File: src/rtl/vga_timing_pkg.sv
// Shared definitions for the VGA raster timing block.
// Holds the default 640x480@60 timing numbers, the counter type and the
// pure decode functions used for sync and visible-area generation.
package vga_timing_pkg;

  localparam int CNT_W = 10;
  typedef logic [CNT_W-1:0] cnt_t;

  // Default 640x480@60 timing (pixels / lines).
  localparam int H_VISIBLE_DEF = 640;
  localparam int H_FP_DEF      = 16;
  localparam int H_SYNC_DEF    = 96;
  localparam int H_BP_DEF      = 48;
  localparam int V_VISIBLE_DEF = 480;
  localparam int V_FP_DEF      = 10;
  localparam int V_SYNC_DEF    = 2;
  localparam int V_BP_DEF      = 33;

  localparam int H_TOTAL_DEF = H_VISIBLE_DEF + H_FP_DEF + H_SYNC_DEF + H_BP_DEF;
  localparam int V_TOTAL_DEF = V_VISIBLE_DEF + V_FP_DEF + V_SYNC_DEF + V_BP_DEF;

  // Sync pulse boundaries for the default timing: [start, end).
  localparam int H_SYNC_START_DEF = H_VISIBLE_DEF + H_FP_DEF;
  localparam int H_SYNC_END_DEF   = H_SYNC_START_DEF + H_SYNC_DEF;
  localparam int V_SYNC_START_DEF = V_VISIBLE_DEF + V_FP_DEF;
  localparam int V_SYNC_END_DEF   = V_SYNC_START_DEF + V_SYNC_DEF;

  // 1 when (h,v) lies inside the visible window.
  function automatic logic is_visible(cnt_t h, cnt_t v, int h_vis, int v_vis);
    return (int'(h) < h_vis) && (int'(v) < v_vis);
  endfunction

  // Active-low horizontal sync: low inside [sync_start, sync_end).
  function automatic logic hsync_n(cnt_t h, int sync_start, int sync_end);
    return !((int'(h) >= sync_start) && (int'(h) < sync_end));
  endfunction

  // Active-low vertical sync: low inside [sync_start, sync_end).
  function automatic logic vsync_n(cnt_t v, int sync_start, int sync_end);
    return !((int'(v) >= sync_start) && (int'(v) < sync_end));
  endfunction

endpackage

File: src/rtl/vga_timing_gen_if.sv
// Scan-side bundle produced by vga_timing_gen.
//   master : the timing source (drives everything)
//   slave  : pixel pipeline / pins (samples everything)
// Signals: pix_tick, hCount, vCount, hSync, vSync, bright,
//          fetch_h, fetch_v, fetch_valid, line_tick, vblank_tick, frame_tick.
interface vga_timing_gen_if;
  import vga_timing_pkg::*;

  logic pix_tick;
  cnt_t hCount;
  cnt_t vCount;
  logic hSync;
  logic vSync;
  logic bright;
  cnt_t fetch_h;
  cnt_t fetch_v;
  logic fetch_valid;
  logic line_tick;
  logic vblank_tick;
  logic frame_tick;

  modport master (
    output pix_tick, hCount, vCount, hSync, vSync, bright,
           fetch_h, fetch_v, fetch_valid, line_tick, vblank_tick, frame_tick
  );

  modport slave (
    input  pix_tick, hCount, vCount, hSync, vSync, bright,
           fetch_h, fetch_v, fetch_valid, line_tick, vblank_tick, frame_tick
  );

endinterface

File: src/rtl/vga_timing_gen_pix_tick_gen.sv
// Pixel-enable divider.
// Ports:
//   clk      in  system clock
//   rst      in  synchronous active-high reset (divider phase -> 0)
//   pix_tick out high on the last clk of each CLK_DIV-clk pixel period
// With CLK_DIV=1 the divider register never leaves 0 and pix_tick is
// constantly high.
module pix_tick_gen #(
  parameter int CLK_DIV = 4
) (
  input  logic clk,
  input  logic rst,
  output logic pix_tick
);

  localparam int DIV_W = (CLK_DIV > 1) ? $clog2(CLK_DIV) : 1;
  localparam logic [DIV_W-1:0] DIV_LAST = DIV_W'(CLK_DIV - 1);

  logic [DIV_W-1:0] div_reg;

  always_ff @(posedge clk) begin
    if (rst) begin
      div_reg <= '0;
    end else if (div_reg == DIV_LAST) begin
      div_reg <= '0;
    end else begin
      div_reg <= div_reg + DIV_W'(1);
    end
  end

  // Pure decode of the phase register so counters advance at the end of
  // exactly this clk.
  assign pix_tick = (div_reg == DIV_LAST);

endmodule

File: src/rtl/vga_timing_gen.sv
// VGA raster timing source.
// Ports:
//   clk  in  system clock, all state on posedge
//   rst  in  synchronous active-high reset
//   vga  master modport of vga_timing_gen_if:
//        pix_tick, hCount/vCount raster position, hSync/vSync (active-low,
//        registered), bright (registered visible flag), fetch_h/fetch_v/
//        fetch_valid look-ahead position PREFETCH pixels ahead, and the
//        one-clk line_tick / vblank_tick / frame_tick event pulses.
module vga_timing_gen
  import vga_timing_pkg::*;
#(
  parameter int CLK_DIV   = 4,
  parameter int H_VISIBLE = H_VISIBLE_DEF,
  parameter int H_FP      = H_FP_DEF,
  parameter int H_SYNC    = H_SYNC_DEF,
  parameter int H_BP      = H_BP_DEF,
  parameter int V_VISIBLE = V_VISIBLE_DEF,
  parameter int V_FP      = V_FP_DEF,
  parameter int V_SYNC    = V_SYNC_DEF,
  parameter int V_BP      = V_BP_DEF,
  parameter int PREFETCH  = 2
) (
  input  logic             clk,
  input  logic             rst,
  vga_timing_gen_if.master vga
);

  localparam int H_TOTAL    = H_VISIBLE + H_FP + H_SYNC + H_BP;
  localparam int V_TOTAL    = V_VISIBLE + V_FP + V_SYNC + V_BP;
  localparam int HS_START   = H_VISIBLE + H_FP;
  localparam int HS_END     = HS_START + H_SYNC;
  localparam int VS_START   = V_VISIBLE + V_FP;
  localparam int VS_END     = VS_START + V_SYNC;
  localparam cnt_t H_LAST   = cnt_t'(H_TOTAL - 1);
  localparam cnt_t V_LAST   = cnt_t'(V_TOTAL - 1);
  localparam cnt_t VIS_LAST = cnt_t'(V_VISIBLE - 1);

  logic pix_tick;

  pix_tick_gen #(
    .CLK_DIV (CLK_DIV)
  ) u_pix_tick_gen (
    .clk      (clk),
    .rst      (rst),
    .pix_tick (pix_tick)
  );

  cnt_t h_reg;
  cnt_t v_reg;
  cnt_t h_next;
  cnt_t v_next;
  logic hsync_reg;
  logic vsync_reg;
  logic bright_reg;
  logic h_last;
  logic v_last;

  assign h_last = (h_reg == H_LAST);
  assign v_last = (v_reg == V_LAST);

  // Next raster position; only moves on a pixel enable.
  always_comb begin
    h_next = h_reg;
    v_next = v_reg;
    if (pix_tick) begin
      if (h_last) begin
        h_next = '0;
        v_next = v_last ? '0 : v_reg + cnt_t'(1);
      end else begin
        h_next = h_reg + cnt_t'(1);
      end
    end
  end

  // Sync/bright are decoded from the next position so that they update on
  // the same edge as the counters instead of lagging by one clk.
  always_ff @(posedge clk) begin
    if (rst) begin
      h_reg      <= '0;
      v_reg      <= '0;
      hsync_reg  <= hsync_n('0, HS_START, HS_END);
      vsync_reg  <= vsync_n('0, VS_START, VS_END);
      bright_reg <= is_visible('0, '0, H_VISIBLE, V_VISIBLE);
    end else begin
      h_reg      <= h_next;
      v_reg      <= v_next;
      hsync_reg  <= hsync_n(h_next, HS_START, HS_END);
      vsync_reg  <= vsync_n(v_next, VS_START, VS_END);
      bright_reg <= is_visible(h_next, v_next, H_VISIBLE, V_VISIBLE);
    end
  end

  // Look-ahead position: one extra bit on the sum so columns past the end
  // of the line fold into the next line (and the last line into line 0).
  logic [CNT_W:0] fetch_sum;
  cnt_t           fetch_h;
  cnt_t           fetch_v;

  always_comb begin
    fetch_sum = {1'b0, h_reg} + (CNT_W+1)'(PREFETCH);
    fetch_h   = cnt_t'(fetch_sum);
    fetch_v   = v_reg;
    if (fetch_sum >= (CNT_W+1)'(H_TOTAL)) begin
      fetch_h = cnt_t'(fetch_sum - (CNT_W+1)'(H_TOTAL));
      fetch_v = v_last ? '0 : v_reg + cnt_t'(1);
    end
  end

  logic line_tick;

  assign line_tick = pix_tick && h_last;

  assign vga.pix_tick    = pix_tick;
  assign vga.hCount      = h_reg;
  assign vga.vCount      = v_reg;
  assign vga.hSync       = hsync_reg;
  assign vga.vSync       = vsync_reg;
  assign vga.bright      = bright_reg;
  assign vga.fetch_h     = fetch_h;
  assign vga.fetch_v     = fetch_v;
  assign vga.fetch_valid = is_visible(fetch_h, fetch_v, H_VISIBLE, V_VISIBLE);
  assign vga.line_tick   = line_tick;
  assign vga.vblank_tick = line_tick && (v_reg == VIS_LAST);
  assign vga.frame_tick  = line_tick && v_last;

endmodule

File: src/flat_wrapper.sv
// flat-port wrapper written by rule: the top's interface ports become plain ports
module vga_timing_gen_flat import vga_timing_pkg::*;
#(
  parameter int CLK_DIV   = 4,
  parameter int H_VISIBLE = H_VISIBLE_DEF,
  parameter int H_FP      = H_FP_DEF,
  parameter int H_SYNC    = H_SYNC_DEF,
  parameter int H_BP      = H_BP_DEF,
  parameter int V_VISIBLE = V_VISIBLE_DEF,
  parameter int V_FP      = V_FP_DEF,
  parameter int V_SYNC    = V_SYNC_DEF,
  parameter int V_BP      = V_BP_DEF,
  parameter int PREFETCH  = 2
)
  (clk, rst, vga_pix_tick, vga_hCount, vga_vCount, vga_hSync, vga_vSync, vga_bright, vga_fetch_h, vga_fetch_v, vga_fetch_valid, vga_line_tick, vga_vblank_tick, vga_frame_tick);
  vga_timing_gen_if vga_i ();
  input  logic clk;
  input  logic rst;
  output wire logic [$bits(vga_i.pix_tick)-1:0] vga_pix_tick;
  output wire logic [$bits(vga_i.hCount)-1:0] vga_hCount;
  output wire logic [$bits(vga_i.vCount)-1:0] vga_vCount;
  output wire logic [$bits(vga_i.hSync)-1:0] vga_hSync;
  output wire logic [$bits(vga_i.vSync)-1:0] vga_vSync;
  output wire logic [$bits(vga_i.bright)-1:0] vga_bright;
  output wire logic [$bits(vga_i.fetch_h)-1:0] vga_fetch_h;
  output wire logic [$bits(vga_i.fetch_v)-1:0] vga_fetch_v;
  output wire logic [$bits(vga_i.fetch_valid)-1:0] vga_fetch_valid;
  output wire logic [$bits(vga_i.line_tick)-1:0] vga_line_tick;
  output wire logic [$bits(vga_i.vblank_tick)-1:0] vga_vblank_tick;
  output wire logic [$bits(vga_i.frame_tick)-1:0] vga_frame_tick;
  assign vga_pix_tick = vga_i.pix_tick;
  assign vga_hCount = vga_i.hCount;
  assign vga_vCount = vga_i.vCount;
  assign vga_hSync = vga_i.hSync;
  assign vga_vSync = vga_i.vSync;
  assign vga_bright = vga_i.bright;
  assign vga_fetch_h = vga_i.fetch_h;
  assign vga_fetch_v = vga_i.fetch_v;
  assign vga_fetch_valid = vga_i.fetch_valid;
  assign vga_line_tick = vga_i.line_tick;
  assign vga_vblank_tick = vga_i.vblank_tick;
  assign vga_frame_tick = vga_i.frame_tick;
  vga_timing_gen #(.CLK_DIV(CLK_DIV), .H_VISIBLE(H_VISIBLE), .H_FP(H_FP), .H_SYNC(H_SYNC), .H_BP(H_BP), .V_VISIBLE(V_VISIBLE), .V_FP(V_FP), .V_SYNC(V_SYNC), .V_BP(V_BP), .PREFETCH(PREFETCH)) u_core (.clk(clk), .rst(rst), .vga(vga_i));
endmodule
File: config.mk
export PLATFORM = sky130hd
export DESIGN_NAME = vga_timing_gen_flat
export DESIGN_NICKNAME = d
export VERILOG_FILES = /design/src/rtl/vga_timing_pkg.sv /design/src/rtl/vga_timing_gen_if.sv /design/src/rtl/vga_timing_gen_pix_tick_gen.sv /design/src/rtl/vga_timing_gen.sv /design/src/flat_wrapper.sv
export SDC_FILE = /design/constraint.sdc
export NUM_CORES = 1
export LEC_CHECK = 0
export BUFFER_PORTS_ARGS = -buffer_cell sky130_fd_sc_hd__buf_2
export CAP_MARGIN = 20
export CORE_MARGIN = 2
export CORE_UTILIZATION = 50
export CTS_BUF_LIST = sky130_fd_sc_hd__clkbuf_8
export DETAILED_ROUTE_END_ITERATION = 12
export PLACE_DENSITY_LB_ADDON = 0.12
export SLEW_MARGIN = 20
export SYNTH_ARGS = -nofsm -noshare
export SYNTH_HDL_FRONTEND = slang
export SYNTH_SLANG_ARGS = --single-unit
export TNS_END_PERCENT = 30
File: constraint.sdc
create_clock -name clk -period 2.85 [get_ports clk]
set_clock_uncertainty 0.15 [all_clocks]
set_input_delay 0.1425 -clock clk [delete_from_list [all_inputs] [get_ports clk]]
set_output_delay 0.1425 -clock clk [all_outputs]
set_load 0.005 [all_outputs]
==> out/qor.yml <==
logic_synthesis:
  synth_area_mm2: 0.002052
  synthDistinctLibCells: 53
  synth_top_cell_by_area: "dfxtp_1"
  ys_ff_latch: 25
  synth-async-reset-ratio_pct: 0
  syn-instance-count: 286
  synth_top_family_by_area: "simple AND/OR/NAND/NOR gates"
  synth_warnings: 0
  synth_compound_area_share_pct: 22.99
  synthSimpleGateAreaFrac_pct: 31.46
  synthAdderAreaFrac_pct: 4.268
  synth.top_cell.area_share_pct: 24.39
  ys_seq_area_share_pct: 24.39
  muxShareOfSynthArea_pct: 1.524
  synthFlopType: "dfxtp_1"
  synth_common_cells: "30 x nor2_1, 26 x nand2_1, 25 x dfxtp_1, 19 x o21ai_0, 17 x a21oi_1"
  synth_xor_area_share_pct: 8.110
  syn_nets: 295
  synth_edf_count: 0
  avgSynthCellArea_um2: 7.175
  yosysMostFrequentCell: "nor2_1"
  synthTopCellsByArea: "dfxtp_1 24%, nor2_1 5.5%, nand2_1 4.8%, o21ai_0 4.6%, ha_1 4.3%"
grt:
  grtUsageTotal_pct: 25.49
  antenna_found_initial: 0
  grt_max_degree: 24
  gr-total-overflow: 0
  grt_pass1_wl_um: 9121
  first_global_vias: 1962
pwr:
  p_sw_share_pct: 23.83
  p_int_mw: 0.4606
  finalPower_mw: 0.6048
  ir_drop_v: 0.0002411
  p_per_area_mw_per_mm2: 215.0
  p_switching_mw: 0.1441
  pwr-share-comb_pct: 3.8
  p_leak_nw: 1.224
  power_frac_clock_pct: 37.6
  seqPwrFrac_pct: 58.6
sta:
  drv_slew: 0
  setup_ws_ns: -0.09747
  period_minus_slack_ns: 2.947
  rsz0062_at_grt: "yes"
  hold_viol_final: 0
  relSlewSlack_pct: 70.29
  worst_pin_slew_ns: 0.4457
  max_freq_mhz: 339.3
  finalCritPeriodShare_pct: 103.4
  setup-tns-final_ns: -0.2537
  setup_viol: 9
route:
  met3_length_um: 348
  drc: 0
  wl_met1_um: 2918
  num_vias: 2399
  ant_nets: 0
  drt_wl_total_um: 6169
  wl_met2_um: 2788
  drt_iter0_drc: 173
  top_layer: "met4"
  wl_per_cell_um: 15.12
  drt_first_pass_iters: 4
  routed_via_density: 5.880
floorplanning:
  start_util_pct: 51.67
  num_rows: 23
  dieArea_mm2: 0.004632
  die_w_um: 68.06
  core_area_mm2: 0.003971
  die_y_um: 68.06
  io_pins: 50
placement:
  dp_cells: 391
  place_area_mm2: 0.002491
  dp_hpwl_um: 4116
  place.gp.congestion: 0.8638
  io_buffers: 49
cells_and_area:
  antenna_cells_inserted: 0
  instances_no_fill: 408
  stdcell_area_mm2: 0.002813
  syn_to_final_growth_pct: 37.07
  num-nets-final: 368
  nFillCells: 335
  drive_above_1_share_pct: 35.47
  finish.utilization_pct: 70.83
worst_setup_path:
  critical_path_class: "reg -> out"
  critPathArrivalTime_ns: 2.65
  critPathLaunchType: "register"
  required_ns: 2.56
  crit_chain: "ha_4 -> and3_4 -> xnor2_4 -> ha_4 -> nand2_4 -> nor3_4 -> o32ai_4 -> a21oi_2 -> buf_4 -> nand2b_4 -> o41ai_4 -> a221oi_2 -> buf_2"
  reg2reg_setup_slack_ns: 0.25
  worst_path_most_repeated_cell: "ha_4"
  cp_slowest_cell: "dfxtp_4"
  crit_path_max_incr_delay_ns: 0.38
  worstSetupEndpointType: "output pin"
  crit_fanout: 4
clock_network:
  clk_pin_slew_ns: 0.09
  cts_sinks: 25
  clk_latency_ns: 0.28
  cts_tree: "yes"
  clockBufferDepth: 2
  clock-root-buffer: "clkbuf_8"
  numCtsBuffers: 3
  htree_levels: 1
run_status:
  run_status: "complete, but fails checks"
  violations: "negative setup slack"
hold_path:
  min_path_type: "in -> reg"
run:
  maxCapViolCount: 0
## power by group through the flow
| stage | sequential (mW) | clock (mW) | combinational [mW] |
|---|---|---|---|
| after floorplan | 0.365 | 0 | 0.0160 |
| after global placement | 0.365 | 0 | 0.0228 |
| after detailed placement | 0.365 | 0 | 0.0231 |
| after CTS | 0.355 | 0.234 | 0.0233 |
| after global routing | 0.356 | 0.246 | 0.0267 |
| final | 0.355 | 0.227 | 0.0231 |
## cell type report
cell class | instances | area (um2) | share of cell area [%]
sequential | 25 | 515.5 | 18.33
timing repair buffer | 93 | 583.1 | 20.73
multi-input combinational | 227 | 1569 | 55.78
clock inverter | 1 | 7.507 | 0.2669
inverter | 9 | 33.78 | 1.201
clock buffer | 3 | 41.29 | 1.468
tap | 50 | 62.56 | 2.224
## logic make-up after synthesis
logic type               after synthesis
AND/OR/NAND/NOR                      126
AO/OA/AOI/OAI                         72
buffers and inverters                 34
flip-flops                            25
XOR/XNOR                              19
adder cells (fa/ha/maj)                7
multiplexers                           3
## cell usage in the layout (no fill, tap or decap), types with 2 or more instances in the layout
cell type / netlist / layout
dfxtp_1: 25 / 19
nand4_1: 7 / 7
nand2b_4: 0 / 2
and4_1: 2 / 2
nor4_1: 5 / 5
nand2_1: 26 / 25
buf_4: 1 / 43
o22a_1: 4 / 4
xor2_1: 10 / 10
o21ai_1: 0 / 3
ha_4: 0 / 2
a2bb2oi_1: 2 / 2
nor2_2: 0 / 3
xnor2_1: 9 / 7
o22ai_1: 4 / 4
o32ai_1: 3 / 2
buf_2: 8 / 49
o21ai_0: 19 / 16
nand2b_1: 4 / 2
a311oi_1: 3 / 3
mux2i_1: 2 / 2
ha_1: 7 / 5
a31oi_1: 4 / 3
a21oi_2: 2 / 2
nand3_1: 13 / 12
nor3b_1: 3 / 3
nor3_1: 13 / 11
dfxtp_4: 0 / 3
inv_1: 9 / 9
o31ai_1: 2 / 2
or3_1: 7 / 7
a21oi_1: 17 / 17
dfxtp_2: 0 / 3
clkbuf_8: 0 / 3
and3_1: 3 / 2
nor2b_1: 4 / 4
nor4b_1: 2 / 2
nor2_1: 30 / 27
## metrics by stage
| stage | setup WS [ns] | hold WS [ns] |
|---|---|---|
| 3_3_place_gp | 0.1052 | 0.2690 |
| 6_report | -0.09747 | 0.1287 |
| 2_1_floorplan | 0.01445 | 0.06411 |
| 5_1_grt | -0.2568 | 0.1464 |
| 3_5_place_dp | -0.04712 | 0.2771 |
| 4_1_cts | -0.1063 | 0.1252 |
## path summary, 6_finish.rpt
check                                endpoint  cells past startpoint                             start
max                           vga_fetch_valid                     13              u_core.vga.hCount[1]
min                      u_core.vga.vCount[9]                      2                               rst
max reg2reg                  u_core.vga.vSync                      8              u_core.vga.hCount[7]
min reg2reg  u_core.u_pix_tick_gen.div_reg[0]                      1  u_core.u_pix_tick_gen.div_reg[0]
## routing by layer
| metal | GRT usage, % | vias to the layer above |
|---|---|---|
| li1 | - | 1181 |
| met4 | 11.00 | 0 |
| met5 | 0 | - |
| met3 | 2.632 | 11 |
| met1 | 37.04 | 1123 |
| met2 | 37.86 | 84 |
## critical path: cells and delay by family, from the launching register on
| family | cells | cell delay, ns |
|---|---|---|
| xor gates and xnor gates | 1 | 0.19 |
| adders and majority gates | 2 | 0.36 |
| DFF | 1 | 0.38 |
| buffers and inverters | 2 | 0.30 |
| AOI/OAI and AO/OA | 4 | 0.58 |
| and+or+nand+nor | 4 | 0.56 |
## repair_timing
| item | in CTS | in global routing |
|---|---|---|
| setup buffers | 7 | 6 |
| gates cloned | 0 | 0 |
| hold buffers | 0 | 0 |
| pin swaps | 3 | 10 |
| setup endpoints to repair | 13 | 15 |
| resized for setup | 19 | 17 |
(Power assumes the default switching activity.)
